===== config.mk =====
export PLATFORM = sky130hd
export DESIGN_NAME = pulse_seq_ctrl
export DESIGN_NICKNAME = d
export VERILOG_FILES = /design/src/rtl/pulse_seq_ctrl.sv
export SDC_FILE = /design/constraint.sdc
export NUM_CORES = 1
export LEC_CHECK = 0
export ABC_CLOCK_PERIOD_IN_PS = 7100
export BUFFER_PORTS_ARGS = -buffer_cell sky130_fd_sc_hd__buf_4
export CAP_MARGIN = 5
export CORE_MARGIN = 2
export CORE_UTILIZATION = 30
export DETAILED_ROUTE_END_ITERATION = 8
export PLACE_DENSITY = 0.48
export SKIP_CTS_REPAIR_TIMING = 1
export SYNTH_ARGS = -nofsm -noshare
export SYNTH_HDL_FRONTEND = slang
export SYNTH_SLANG_ARGS = --single-unit

===== constraint.sdc =====
create_clock -name clk -period 7.1 [get_ports clk]
set_input_delay 1.42 -clock clk [delete_from_list [all_inputs] [get_ports clk]]
set_output_delay 1.42 -clock clk [all_outputs]
set_load 0.05 [all_outputs]

===== src/rtl/pulse_seq_ctrl.sv =====
// Board-level controller for the pulse-mode "x1 - x2 - x2" sequence detector:
// input conditioning, detector state register, stretched z and detection counter.
module pulse_seq_ctrl #(
  parameter int DEB_CYCLES = 1000000,
  parameter int Z_HOLD     = 50000000,
  parameter int CNT_W      = 4
) (
  input  logic             clk,
  input  logic             rd,
  input  logic             btn_x1,
  input  logic             btn_x2,
  output logic [1:0]       y,
  output logic             found,
  output logic             z,
  output logic [CNT_W-1:0] match_cnt,
  output logic             collide
);

  localparam int DW = (DEB_CYCLES > 1) ? $clog2(DEB_CYCLES + 1) : 1;
  localparam int HW = (Z_HOLD > 1) ? $clog2(Z_HOLD + 1) : 1;
  localparam logic [DW-1:0] DEB_LAST  = DW'(DEB_CYCLES - 1);
  localparam logic [HW-1:0] HOLD_LOAD = HW'(Z_HOLD - 1);

  typedef enum logic [1:0] {
    S00 = 2'b00,
    S01 = 2'b01,
    S10 = 2'b10,
    S11 = 2'b11
  } state_t;

  // Bit 0 carries x1, bit 1 carries x2 through the conditioning pipeline.
  logic [1:0]         raw;
  logic [1:0]         sync1;
  logic [1:0]         sync2;
  logic [1:0]         prime;
  logic [1:0]         stable;
  logic [1:0]         armed;
  logic [1:0]         pulse;
  logic [1:0][DW-1:0] deb_cnt;

  state_t             state;
  logic [HW-1:0]      hold;
  logic               valid_x1;
  logic               valid_x2;

  assign raw = {btn_x2, btn_x1};

  // prime[1] marks that sync2 holds a real sample rather than its reset value;
  // an input is only armed once it has been seen low, so a level held through
  // reset release never turns into a press.
  always_ff @(posedge clk or negedge rd) begin
    if (!rd) begin
      sync1   <= '0;
      sync2   <= '0;
      prime   <= '0;
      stable  <= '0;
      armed   <= '0;
      pulse   <= '0;
      deb_cnt <= '0;
    end else begin
      sync1 <= raw;
      sync2 <= sync1;
      prime <= {prime[0], 1'b1};
      for (int i = 0; i < 2; i++) begin
        pulse[i] <= 1'b0;
        if (prime[1] && !sync2[i]) begin
          armed[i] <= 1'b1;
        end
        if (sync2[i] == stable[i]) begin
          deb_cnt[i] <= '0;
        end else if (deb_cnt[i] == DEB_LAST) begin
          deb_cnt[i] <= '0;
          stable[i]  <= sync2[i];
          pulse[i]   <= sync2[i] & armed[i];
        end else begin
          deb_cnt[i] <= deb_cnt[i] + 1'b1;
        end
      end
    end
  end

  assign valid_x1 = pulse[0] & ~pulse[1];
  assign valid_x2 = pulse[1] & ~pulse[0];
  assign collide  = pulse[0] & pulse[1];

  // Detector state, detection counter and z stretcher. A detection reloads the
  // hold counter even while z is already high, so back-to-back events merge.
  always_ff @(posedge clk or negedge rd) begin
    if (!rd) begin
      state     <= S00;
      hold      <= '0;
      z         <= 1'b0;
      match_cnt <= '0;
    end else begin
      if (z) begin
        if (hold == '0) begin
          z <= 1'b0;
        end else begin
          hold <= hold - 1'b1;
        end
      end
      if (valid_x1 || valid_x2) begin
        if (state == S11) begin
          match_cnt <= match_cnt + 1'b1;
          hold      <= HOLD_LOAD;
          z         <= 1'b1;
        end
        if (valid_x1) begin
          state <= S10;
        end else begin
          unique case (state)
            S00: state <= S00;
            S01: state <= S11;
            S10: state <= S01;
            S11: state <= S00;
          endcase
        end
      end
    end
  end

  assign y     = state;
  assign found = (state == S11);

endmodule


==> summary.md <==
| Metric | Value |
|---|---|
| Ys async rst share | `100%` |
| Die Y | `roughly 120 um` |
| Clk network pwr share | `45.7%` |
| Core ar. | `about 0.013 mm2` |
| EDFF count, synth | `0` |
| HP Class | `register to register` |
| Final instance area | `0.00467 mm2` |
| Worst setup EP type | `output pin` |
| Gate power share | `2.1%` |
| WP data required | `5.68 ns` |
| Routed vias | `2968` |
| Unrepaired setup endpoints after global routing | `false` |
| Final HPWL DP | `5320 um` |
| Wirelength per Cell | `~13 um` |
| Overall Power | `0.945 mW` |
| Final Core Density | `35.0%` |
| Worst-Margin Slew | `0.918 ns` |
| Most Used Layer, Global Route | `met2` |
| Crit path largest cell delay | `0.62 ns` |
| Clock-pin slew on the worst setup and hold paths | `0.06 ns` |
| Post-Syn Nets | `between 400 and 500` |
| Switching Fraction | `21.6%` |
| Final #Nets | `436` |
| Syn Std Cell Area | `0.00414 mm2` |
| Worst Path Buf+Inv | `1` |
| Site Rows | `42` |
| Final setup vio count | `0` |
| Initial Util | `31.0%` |
| TNS Setup | `0 ns` |
| M3 GR Usage | `under 10%` |
| Pins over their slew limit | `0` |
| M1 GR Usage | `15.4%` |
| # diodes | `0` |
| CTS tree | `built` |
| Placed Cells | `roughly 590` |
| First-pass GRT wire length | `14100 um` |
| Maximum clock frequency | `375 MHz` |
| CP Max Fanout | `11` |
| I/O pin count | `13` |
| Synth warnings | `0` |
| Global route overflow | `0` |
| GP Congestion | `0.756` |
| Worst setup path category | `register to output pin` |
| DRC viols | `0` |
| Peak supply drop | `127 uV` |
| Clock Skew | `0.00739 ns` |
| Max-cap violations | `0` |
| Post-Place Worst Slack | `4.57 ns` |
| Vias in the first global route | `2945` |
| Worst-path cell chain | `buf_4` |
| Status | `complete, no violations` |
| Vias per Instance | `4.91` |
| H-tree depth | `3` |
| Initial antenna violation count | `0` |
| Final period util | `37.6%` |
| WHS | `0.347 ns` |
| Cells after Synth | `411` |
| P_sw | `0.204 mW` |
| DR iter-0 viols | `171` |
| Layout cells sized above 1 | `9.32%` |
| Chip Width | `~120 um` |
| GR met2 Demand/Resource | `between 10% and 20%` |
| Total track usage | `12.2%` |
| Drt first pass iters | `4` |
| Leakage Power | `2.13 nW` |
| Synth Register Bits | `85` |
| CP Data Arrival Time | `1.25 ns` |
| Flop pwr share | `between 50% and 60%` |
| Int Power | `0.740 mW` |
| Ys flop type | `dfrtp_1` |
| Max_slew headroom | `38.8%` |
| Post-synthesis average cell area | `10.1 um2` |
| Clk buf depth | `2` |
| CTS buffer count | `9` |
| PwrDens | `202 mW/mm2` |
| Family with the most delay on the worst path | `flip-flops` |
| Final Critical Period | `2.67 ns` |
| Cell Area, Placed | `0.00440 mm2` |
| Post-synthesis sequential area ratio | `51.4%` |
| Layout Cells excl Fill | `605` |
| Worst skew pair latency | `0.34 ns` |
| Slowest-stage cell, CP | `dfrtp_1` |
| PnR worst setup slack | `approximately 4.4 ns` |
| # clock sinks | `between 80 and 90` |
| Startpoint Class | `register` |
| Die area | `0.0148 mm2` |
| Final wirelength | `7920 um` |
| Clock root cell | `clkbuf_16` |
| Largest net degree at the start of global routing | `62` |
| Layout area overhead | `12.7%` |
| Fillcell total | `1388` |
| Antenna Nets Post-Route | `0` |
| Final hold vios | `0` |
| I/O Buffers | `12` |
| Netlist cell types | `50` |
cells in the mapped netlist, types with 3 or more instances:
cell	count	area, um2
nand2b_1	3	18.8
a21oi_1	6	30.0
or4_1	6	45.0
nor4_1	12	75.1
clkbuf_1	7	26.3
or3_1	7	43.8
o211ai_1	5	37.5
nand4_1	11	68.8
inv_1	8	30.0
xnor2_1	23	201
ha_1	8	100
nand3_1	27	135
and3_1	7	43.8
nor2_1	63	236
xor2_1	28	245
o31ai_1	6	45.0
o21ai_0	4	20.0
nand2_1	37	139
dfrtp_1	85	2130
nor3_1	16	80.1
and4_1	5	43.8
final cells by class:
type                       instances  area, um2  area share (%)
clock buffer                      13        250            5.36
tap                              176        220            4.72
multi-input combinational        306       1910            41.0
sequential                        85       2130            45.6
timing repair buffer              14        105            2.25
inverter                           8       30.0           0.643
clock inverter                     3       21.3           0.456
sequential cells by signal, indices dropped and copies added (netlist names):
name / count
y: 2
stable: 2
sync1: 2
prime: 2
match_cnt: 4
pulse: 2
hold: 26
armed: 2
sync2: 2
deb_cnt: 40
z: 1
layout by cell type (no fill, tap or decap), drive strengths merged, types with 3 or more instances in the layout:
cell	netlist	final
dfrtp	85	85
nor2	63	63
nand2	37	37
xor2	28	28
nand3	27	27
xnor2	23	23
nor3	17	17
buf	4	14
clkbuf	7	13
nor4	12	12
nand4	11	11
or4	9	9
inv	8	8
ha	8	8
or3	8	8
and3	7	7
a21oi	6	6
o31ai	6	6
and4	6	6
o211ai	6	6
o21ai	5	5
nand2b	3	3
per-layer routing:
| metal | vias to the layer above | wire (um) |
|---|---|---|
| li1 | 1473 | - |
| met1 | 1453 | 3880 |
| met2 | 34 | 3560 |
| met3 | 8 | 350 |
| met4 | 0 | 135 |
| met5 | - | 0 |
final timing paths:
check                           slack [ns]     start  cells after the start        end
worst max-delay path                  4.43         z                      1          z
worst min-delay path                  0.35  sync1[0]                      0   sync2[0]
worst max register to register        4.68  hold[20]                      5   hold[21]
worst min register to register        0.35  sync1[0]                      0   sync2[0]
max in group asynchronous             5.04        rd                      2  stable[0]
min in group asynchronous             0.98        rd                      1   hold[23]
power by group through the flow:
stage | logic (mW) | registers (mW) | clock network, mW
2_1_floorplan | 0.00798 | 0.501 | 0
3_3_place_gp | 0.0213 | 0.502 | 0
3_5_place_dp | 0.0216 | 0.502 | 0
4_1_cts | 0.0217 | 0.493 | 0.453
5_1_grt | 0.0241 | 0.493 | 0.475
6_report | 0.0203 | 0.493 | 0.431
cell families after synthesis:
kind of cell	Yosys count	synth area share (%)
AND/OR/NAND/NOR	211	26.1
flip-flops	85	51.4
XOR/XNOR	51	10.8
AO/OA/AOI/OAI	32	6.07
buffers and inverters	20	2.42
adder cells (fa/ha/maj)	8	2.42
multiplexers	3	0.785
other	1	0.0905
(Power assumes the default switching activity.)
